File: src/rtl/cla_seq_add_if.sv
// cla_seq_add_if: operand/result handshake bundle for the sequential wide adder.
// Latency: none (wires only).
// Backpressure: in_ready/out_valid are driven by the slave and out_ready by the master.
// Ports: in_valid/in_ready/a/b/cin (operand side), out_valid/out_ready/sum/cout (result side),
//        ovf (signed overflow, only with CLA_SEQ_OVF_EN defined).
interface cla_seq_add_if #(
   parameter int NSLICE = 4
);
   localparam int W = 16 * NSLICE;

   logic         in_valid;
   logic         in_ready;
   logic [W-1:0] a;
   logic [W-1:0] b;
   logic         cin;
   logic         out_valid;
   logic         out_ready;
   logic [W-1:0] sum;
   logic         cout;
`ifdef CLA_SEQ_OVF_EN
   logic         ovf;
`endif

`ifdef CLA_SEQ_OVF_EN
   modport master (
      output in_valid, a, b, cin, out_ready,
      input  in_ready, out_valid, sum, cout, ovf
   );
   modport slave (
      input  in_valid, a, b, cin, out_ready,
      output in_ready, out_valid, sum, cout, ovf
   );
`else
   modport master (
      output in_valid, a, b, cin, out_ready,
      input  in_ready, out_valid, sum, cout
   );
   modport slave (
      input  in_valid, a, b, cin, out_ready,
      output in_ready, out_valid, sum, cout
   );
`endif
endinterface

File: src/rtl/cla_seq_add.sv
// cla_seq_add: wide adder that walks one shared 16-bit CLA across NSLICE slices, LSB first.
// Latency: NSLICE cycles from input accept to out_valid; issue interval NSLICE+2 cycles.
// Backpressure: in_ready only in IDLE; result holds in DONE until out_ready.
// Ports: clk, rst (async active-high), bus (cla_seq_add_if.slave).
// Optional feature: define CLA_SEQ_OVF_EN to add the registered signed-overflow output bus.ovf.
module cla_seq_add #(
   parameter int NSLICE = 4
) (
   input  logic           clk,
   input  logic           rst,
   cla_seq_add_if.slave   bus
);
   localparam int W     = 16 * NSLICE;
   localparam int IDX_W = $clog2(NSLICE);
   localparam logic [IDX_W-1:0] LAST_IDX = IDX_W'(NSLICE - 1);

   typedef enum logic [1:0] {
      IDLE = 2'd0,
      RUN  = 2'd1,
      DONE = 2'd2
   } state_t;

   state_t           state_q, state_d;
   logic [IDX_W-1:0] idx_q;
   logic             c_q;
   logic [W-1:0]     a_q;
   logic [W-1:0]     b_q;
   logic [W-1:0]     sum_q;
   logic             cout_q;

   logic             in_ready;
   logic             out_valid;
   logic             accept;
   logic             last_slice;
   logic [15:0]      slice_a;
   logic [15:0]      slice_b;
   logic [15:0]      slice_sum;
   logic             slice_cout;

   // Handshake flags decode straight from state so they can never overlap.
   always_comb begin
      state_d   = state_q;
      in_ready  = 1'b0;
      out_valid = 1'b0;
      case (state_q)
         IDLE: begin
            in_ready = 1'b1;
            if (bus.in_valid) state_d = RUN;
         end
         RUN: begin
            if (idx_q == LAST_IDX) state_d = DONE;
         end
         DONE: begin
            out_valid = 1'b1;
            if (bus.out_ready) state_d = IDLE;
         end
         default: state_d = IDLE;
      endcase
   end

   always_ff @(posedge clk or posedge rst) begin
      if (rst) state_q <= IDLE;
      else     state_q <= state_d;
   end

   assign accept     = bus.in_valid && in_ready;
   assign last_slice = (idx_q == LAST_IDX);
   assign slice_a    = a_q[16*idx_q +: 16];
   assign slice_b    = b_q[16*idx_q +: 16];

   cla_16bit u_cla (
      .a_i (slice_a),
      .b_i (slice_b),
      .c_i (c_q),
      .s_o (slice_sum),
      .c_o (slice_cout)
   );

   always_ff @(posedge clk or posedge rst) begin
      if (rst) begin
         idx_q  <= '0;
         c_q    <= 1'b0;
         a_q    <= '0;
         b_q    <= '0;
         sum_q  <= '0;
         cout_q <= 1'b0;
      end else if (accept) begin
         a_q   <= bus.a;
         b_q   <= bus.b;
         c_q   <= bus.cin;
         idx_q <= '0;
         sum_q <= '0;
      end else if (state_q == RUN) begin
         sum_q[16*idx_q +: 16] <= slice_sum;
         c_q                   <= slice_cout;
         // Wraps to 0 on the last slice when NSLICE is a power of two; idx is
         // reloaded on the next accept anyway.
         idx_q                 <= idx_q + 1'b1;
         if (last_slice) cout_q <= slice_cout;
      end
   end

`ifdef CLA_SEQ_OVF_EN
   logic ovf_q;

   // Signed overflow: operands share a sign but the top slice's sum MSB differs.
   always_ff @(posedge clk or posedge rst) begin
      if (rst) begin
         ovf_q <= 1'b0;
      end else if (accept) begin
         ovf_q <= 1'b0;
      end else if (state_q == RUN && last_slice) begin
         ovf_q <= (a_q[W-1] == b_q[W-1]) && (slice_sum[15] != a_q[W-1]);
      end
   end

   assign bus.ovf = ovf_q;
`endif

   assign bus.in_ready  = in_ready;
   assign bus.out_valid = out_valid;
   assign bus.sum       = sum_q;
   assign bus.cout      = cout_q;
endmodule

// cla_16bit: 16-bit two-level carry-lookahead adder (four 4-bit groups).
// Latency: combinational.
// Backpressure: none.
// Ports: a_i, b_i (addends), c_i (carry in), s_o (sum), c_o (carry out).
module cla_16bit (
   input  logic [15:0] a_i,
   input  logic [15:0] b_i,
   input  logic        c_i,
   output logic [15:0] s_o,
   output logic        c_o
);
   logic [15:0] g;
   logic [15:0] p;
   logic [15:0] bc;   // carry into each bit
   logic [3:0]  gg;   // group generate
   logic [3:0]  gp;   // group propagate
   logic [3:0]  gc;   // carry into each group

   assign g = a_i & b_i;
   assign p = a_i ^ b_i;

   for (genvar gi = 0; gi < 4; gi++) begin : g_grp
      localparam int B0 = 4 * gi;
      assign gg[gi] = g[B0+3]
                    | (p[B0+3] & g[B0+2])
                    | (p[B0+3] & p[B0+2] & g[B0+1])
                    | (p[B0+3] & p[B0+2] & p[B0+1] & g[B0]);
      assign gp[gi] = &p[B0 +: 4];

      assign bc[B0]   = gc[gi];
      assign bc[B0+1] = g[B0] | (p[B0] & gc[gi]);
      assign bc[B0+2] = g[B0+1] | (p[B0+1] & g[B0]) | (p[B0+1] & p[B0] & gc[gi]);
      assign bc[B0+3] = g[B0+2] | (p[B0+2] & g[B0+1]) | (p[B0+2] & p[B0+1] & g[B0])
                      | (p[B0+2] & p[B0+1] & p[B0] & gc[gi]);
   end

   // Second lookahead level: every group carry is a flat function of c_i.
   assign gc[0] = c_i;
   assign gc[1] = gg[0] | (gp[0] & c_i);
   assign gc[2] = gg[1] | (gp[1] & gg[0]) | (gp[1] & gp[0] & c_i);
   assign gc[3] = gg[2] | (gp[2] & gg[1]) | (gp[2] & gp[1] & gg[0])
                | (gp[2] & gp[1] & gp[0] & c_i);
   assign c_o   = gg[3] | (gp[3] & gg[2]) | (gp[3] & gp[2] & gg[1])
                | (gp[3] & gp[2] & gp[1] & gg[0])
                | (gp[3] & gp[2] & gp[1] & gp[0] & c_i);

   assign s_o = p ^ bc;
endmodule

File: src/flat_wrapper.sv
// flat-port wrapper written by rule: the top's interface ports become plain ports
module cla_seq_add_flat 
#(
   parameter int NSLICE = 4
)
  (clk, rst, bus_in_valid, bus_a, bus_b, bus_cin, bus_out_ready, bus_in_ready, bus_out_valid, bus_sum, bus_cout);
  cla_seq_add_if #(.NSLICE(NSLICE)) bus_i ();
  input  logic clk;
  input  logic rst;
  input wire logic [$bits(bus_i.in_valid)-1:0] bus_in_valid;
  input wire logic [$bits(bus_i.a)-1:0] bus_a;
  input wire logic [$bits(bus_i.b)-1:0] bus_b;
  input wire logic [$bits(bus_i.cin)-1:0] bus_cin;
  input wire logic [$bits(bus_i.out_ready)-1:0] bus_out_ready;
  output wire logic [$bits(bus_i.in_ready)-1:0] bus_in_ready;
  output wire logic [$bits(bus_i.out_valid)-1:0] bus_out_valid;
  output wire logic [$bits(bus_i.sum)-1:0] bus_sum;
  output wire logic [$bits(bus_i.cout)-1:0] bus_cout;
  assign bus_i.in_valid = bus_in_valid;
  assign bus_i.a = bus_a;
  assign bus_i.b = bus_b;
  assign bus_i.cin = bus_cin;
  assign bus_i.out_ready = bus_out_ready;
  assign bus_in_ready = bus_i.in_ready;
  assign bus_out_valid = bus_i.out_valid;
  assign bus_sum = bus_i.sum;
  assign bus_cout = bus_i.cout;
  cla_seq_add #(.NSLICE(NSLICE)) u_core (.clk(clk), .rst(rst), .bus(bus_i));
endmodule
File: config.mk
export PLATFORM = sky130hd
export DESIGN_NAME = cla_seq_add_flat
export DESIGN_NICKNAME = d
export VERILOG_FILES = /design/src/rtl/cla_seq_add_if.sv /design/src/rtl/cla_seq_add.sv /design/src/flat_wrapper.sv
export SDC_FILE = /design/constraint.sdc
export NUM_CORES = 1
export LEC_CHECK = 0
export ABC_CLOCK_PERIOD_IN_PS = 19000
export CORE_MARGIN = 2
export CORE_UTILIZATION = 55
export CTS_CLUSTER_SIZE = 8
export DETAILED_ROUTE_END_ITERATION = 8
export PLACE_DENSITY_LB_ADDON = 0.15
export SLEW_MARGIN = 5
export SYNTH_ARGS = -nofsm -noshare
export SYNTH_HDL_FRONTEND = slang
export SYNTH_SLANG_ARGS = --single-unit
File: constraint.sdc
create_clock -name clk -period 19 [get_ports clk]
set_input_delay 2.85 -clock clk [delete_from_list [all_inputs] [get_ports clk]]
set_output_delay 2.85 -clock clk [all_outputs]
set_load 0.005 [all_outputs]
---- After elaboration in Yosys (flattened, before gate mapping) ----
Index checks and enable logic that the tools add are counted.
storage, ports and cells
  bits in registers ....................... 198
  input bits .............................. 133
  output and inout port bits .............. 67
  word-level logic and storage cells ...... 163
operators by class
  add/sub/neg operators ................... 2
  eq/ne operators ......................... 6
  shifts and indexed selects .............. 4
  muxes and demuxes ....................... 13
  bitwise operators ....................... 122
  reductions and logical operators ........ 9
operators by type and width
  kind                                                                      number
  64-bit two-way mux                                                        2
  64-bit by 7-bit indexed part select with 16-bit output                    2
  1-bit AND                                                                 72
  64-bit bitwise mux                                                        1
  16-bit by 34-bit variable shift with 64-bit output, first input constant  1
  16-bit by 34-bit indexed part select with 64-bit output                   1
  1-bit OR                                                                  46
  6-bit negation with 34-bit output                                         1
  16-bit bitwise XOR                                                        2
  16-bit AND                                                                1
  4-bit AND reduction                                                       4
  2-bit two-way mux                                                         5
  2-bit one-hot mux with 3 select lines                                     1
  3-bit AND reduction                                                       2
  2-bit equality test, second input constant                                2
  1-bit two-way mux                                                         4
  2-bit inequality test, second input constant                              2
  2-bit by 1-bit adder with 2-bit output, second input constant             1
  2-bit by 1-bit equality test with 1-bit output, second input constant     1
  2-bit logical NOT                                                         1
  2-bit by 1-bit inequality test with 1-bit output, second input constant   1
  2-bit nonzero test                                                        1
  1-bit logical AND                                                         1
  1-bit inverter                                                            1

---- Depth between registers and ports, before layout ----
  depth in word-level cells ............... 17
  depth in mapped cells ................... 11

---- Modules after synthesis ----
From an unflattened synthesis, not the netlist that was laid out.
unflattened totals
  cell total of the unflattened synthesis .. 569
  area total of the unflattened synthesis .. 9,465.3 um^2
modules (own cells, without submodules)
  module       instances  cells each  area an instance (um^2)  sequential area each (um^2)
  cla_seq_add  1          495         8,819.7                  4,954.8
  cla_16bit    1          74          645.6                    0.0

---- Least setup slack after synthesis ----
OpenSTA, ideal clock, no wires.
  kind .................................... input to register
  start ................................... in bus_in_valid
  end ..................................... reg u_core.sum_q[33], in the netlist u_core.bus.sum[33]
  setup time .............................. 66 ps
  data arrival time ....................... 3,821 ps
  required time ........................... 18,934 ps
  setup slack ............................. 15,113 ps
  cell stages on the path ................. 5
  buffers on the path ..................... 2
  cell sequence ........................... and2_1 > buf_2 > a21oi_1 > buf_2 > a22o_1
on the way
  longest elaborated chain between the ends .. 2
  elaborated cells on any way between the ends .. 3
RTL lines
  element                                                   RTL line            text
  start, declared                                           flat_wrapper.sv:10  input wire logic [$bits(bus_i.in_valid)-1:0] bus_in_valid;
  1-bit logical AND (*)                                     cla_seq_add.sv:66   assign accept = bus.in_valid && in_ready;
  64-bit two-way mux or 2-bit nonzero test (tied branches)  n/a
  end signal, assigned by index                             cla_seq_add.sv:94   sum_q[16*idx_q +: 16] <= slice_sum;
  end, declared                                             cla_seq_add.sv:28   logic [W-1:0] sum_q;
Mark *: on every way between the ends. The rest lies on a longest branch, timed or not.
A chain may end at the register's enable or synchronous reset.

---- Worst setup path in the final report ----
  start ................................... in bus_in_valid
  end ..................................... reg u_core.c_q
on the way
  longest elaborated chain between the ends .. 2
  elaborated cells on any way between the ends .. 3
RTL lines
  element                                                  RTL line           text
  1-bit logical AND (*)                                    cla_seq_add.sv:66
  1-bit two-way mux or 2-bit nonzero test (tied branches)  n/a
  end signal, assigned                                     cla_seq_add.sv:90  c_q <= bus.cin;
  end signal, assigned                                     cla_seq_add.sv:95  c_q <= slice_cout;
  end, declared                                            cla_seq_add.sv:25  logic c_q;
Marked as above.

==> key figures <==
Placement
  – Placed Cells incl. Taps: 1250
  – I/O Buffers: 199
  – Pre-CTS WS: 13.81 ns
  – GP Congestion: 0.851
  – DP HPWL: 15200 um

Setup path
  – Worst-path maximum fanout: 88
  – Slowest cell on crit path: buf_4
  – Critical Path, Cell by Cell: clkdlybuf4s50_1 -> and2_4 -> buf_4 -> nand2_1 -> o31ai_1 -> nor2_1 -> a21oi_1
  – CP max stage delay: 0.75 ns
  – Crit. End Element: flop
  – CP Launch Type: input pin
  – Critical path class: in -> reg
  – Crit path DAT: 5.21 ns
  – CP required: 19.36 ns

Detailed routing
  – Vias: 6956
  – Met3 Routed Length: 1220 um
  – Post-Route WL: 21700 um
  – Top routing layer in use: met5
  – Wire length on met2: 10900 um
  – Routed WL per cell: 16.9 um
  – Number of vias per cell: 5.43
  – TritonRoute pass-1 iters: 4
  – Post-route antenna net violation count: 0
  – Initial DRC Count: 486
  – M1 WL: 9130 um
  – Remaining DRCs: 0

CTS
  – CTS resizes: 0
  – CTS Hold Bufs: 0
  – CTS tree: done
  – TritonCTS Buffers: 17
  – CTS clock-pin slew for the worst setup and hold paths: 0.07 ns
  – CTS sink count: 198
  – Root buffer cell: clkbuf_16
  – Post-CTS setup buffer count: 0
  – H-tree depth: 4
  – Clock Path Buffers: 2
  – Clock latency on the worst-skew pair: 0.43 ns

Floorplan
  – Starting Density: 56.1%
  – Core area: 0.0158 mm2
  – Full die area: 0.0172 mm2
  – Die W: 131 um
  – IO Count: 200
  – Die Ht: 131 um
  – # rows: 46

Power
  – LEAKAGE: 0.00557 uW
  – Peak VDD IR: 0.000116 V
  – Pwr Density: 195 mW/mm2

Timing
  – Worst Skew: 0.0101 ns
  – Final count of hold timing violations: 0
  – Crit path time final: 4.84 ns
  – Top achievable clock speed: 0.206 GHz
  – Max-slew violations: 0
  – Unrepaired setup endpoints after global routing: no
  – Tcrit/Tclk final: 25.5%
  – Relative slew slack: 20.9%
  – # setup viols final: 0
  – PnR worst setup slack: 14.16 ns
  – Final setup TNS: 0 ns
  – Hold WS: 0.471 ns
  – Worst Tran Pin Value: 1.19 ns

Synthesis
  – Sequential fraction of the synthesis area: 55.8%
  – Netlist cell types: 45
  – Top cells by area, synth: dfrtp_1 56%, nand2_1 17%, mux4_2 8.1%
  – Netlist Area Pre-Place: 0.00888 mm2
  – Primary FF master, synth: dfrtp_1
  – Cells after Synth: 873
  – Yosys warnings: 0
  – Share of flip-flops with an asynchronous set or reset: 100%
  – Number of synthesized flops with an enable pin: 0
  – Synth top area share: 55.8%
  – Mapped Nets: 1030
  – Yosys top cell by area: dfrtp_1
  – Synth Area per Inst: 10.2 um2
  – Flops & latches, synth: 198

GRT
  – Maximum number of pins on one net before global-route repair: 122
  – Global-route wire length before repair: 34900 um
  – Number of global-route vias before repair: 6920
  – GRT Util Overall: 26.9%
  – Initial antenna violation count: 1
  – Global route overflow: 0

Cells and area
  – Final net count: 1210
  – Final antenna diode count: 0
  – Synth-to-Final Area Change: 31.1%
  – Final non-filler cell total: 1282
  – Reg area: 0.00496 mm2
  – Share of layout cells above drive strength 1: 8.26%
  – Multi-input gate area: 0.00372 mm2
  – Number of fillers in the final layout: 1204
  – Core Util, Final: 73.5%

Job
  – Max cap viols: 0

Worst hold path
  – Hold Crit Class: reg -> reg

Status
  – Status: complete, no violations
==> logic make-up after synthesis <==
kind of cell,count (synthesis),share of synthesized area (%)
simple gates,449,19.9
flops,198,55.8
compound gates,108,9.34
buf+inv,55,2.45
mux,32,8.12
fa+ha+maj,24,3.72
xor+xnor,7,0.691
==> per-stage QoR <==
step,total power [uW],cell area [um2]
detailed placement,1900,11000
CTS,2270,11600
global placement,1860,11000
finish,2270,11600
floorplan,1480,8880
global route,2430,11600
==> path summary, 6_finish.rpt <==
| check | start | endpoint | slack, ns | depth (start not counted) |
|---|---|---|---|---|
| worst max-delay path | bus_in_valid | u_core.c_q | 14.16 | 7 |
| worst min-delay path | u_core.a_q[35] | u_core.a_q[35] | 0.47 | 2 |
| worst max register to register | u_core.idx_q[0] | u_core.bus.sum[13] | 14.90 | 10 |
| worst min register to register | u_core.a_q[35] | u_core.a_q[35] | 0.47 | 2 |
| max in group asynchronous | rst | u_core.b_q[15] | 14.47 | 3 |
| min in group asynchronous | rst | u_core.bus.sum[46] | 2.98 | 2 |
==> synth_stat cells, types with 3 or more instances <==
cell type / count
a21oi_1: 15
a22o_1: 44
buf_2: 9
clkbuf_1: 36
dfrtp_1: 198
fa_1: 4
ha_1: 20
inv_1: 8
mux4_2: 32
nand2_1: 413
nand3_1: 4
nor2_1: 8
nor2b_1: 3
nor3_1: 5
o21a_1: 5
o21ai_0: 11
o21ai_1: 4
o31ai_1: 12
xnor2_1: 4
xor2_1: 3
==> flip-flops by register name, indices dropped and copies added, names as in the netlist <==
| register | count |
|---|---|
| u_core.a_q | 64 |
| u_core.b_q | 64 |
| u_core.bus.cout | 1 |
| u_core.bus.sum | 64 |
| u_core.c_q | 1 |
| u_core.idx_q | 2 |
| u_core.state_q | 2 |
==> power by group <==
group	internal (uW)	switching [uW]	total (uW)
combinational	510	668	1180
clock	200	163	363
sequential	610	114	725
==> final cells by class <==
cell class	instances	share of cell area (%)
clock inverter	12	1.25
timing repair buffer	208	17.7
sequential	198	42.6
tap	216	2.32
multi-input combinational	620	32.0
clock buffer	20	3.84
inverter	8	0.322
==> layer usage <==
layer / track usage [%] / vias up
li1: - / 3297
met1: 35.4 / 3376
met2: 45.0 / 247
met3: 4.93 / 34
met4: 9.95 / 2
met5: 0 / -
==> layout by cell type (no fill, tap or decap), types with 2 or more instances in the layout <==
cell	n
mux4_2	32
a21oi_2	3
bufinv_16	2
xor2_1	3
a21o_1	2
o31ai_1	12
o21a_1	5
a32o_1	2
nand2b_1	2
a211o_2	2
clkbuf_16	17
dfrtp_1	197
xnor2_1	4
inv_8	3
or3_1	2
nor2_1	8
nor2b_1	3
o21ai_0	11
clkdlybuf4s50_1	199
a21oi_1	14
ha_1	20
o21ai_1	4
clkbuf_1	2
nand3_1	4
buf_4	9
and4_1	2
nand4_1	2
nand2_1	412
clkinvlp_4	6
nor3_1	5
a22o_1	44
fa_1	4
inv_1	7
==> critical path, delay by kind of cell <==
| kind | cells | cell delay, ns |
|---|---|---|
| and+or+nand+nor | 3 | 0.74 |
| AOI/OAI and AO/OA | 2 | 0.27 |
| buffers and inverters | 2 | 1.28 |
(Power assumes the default switching activity.)
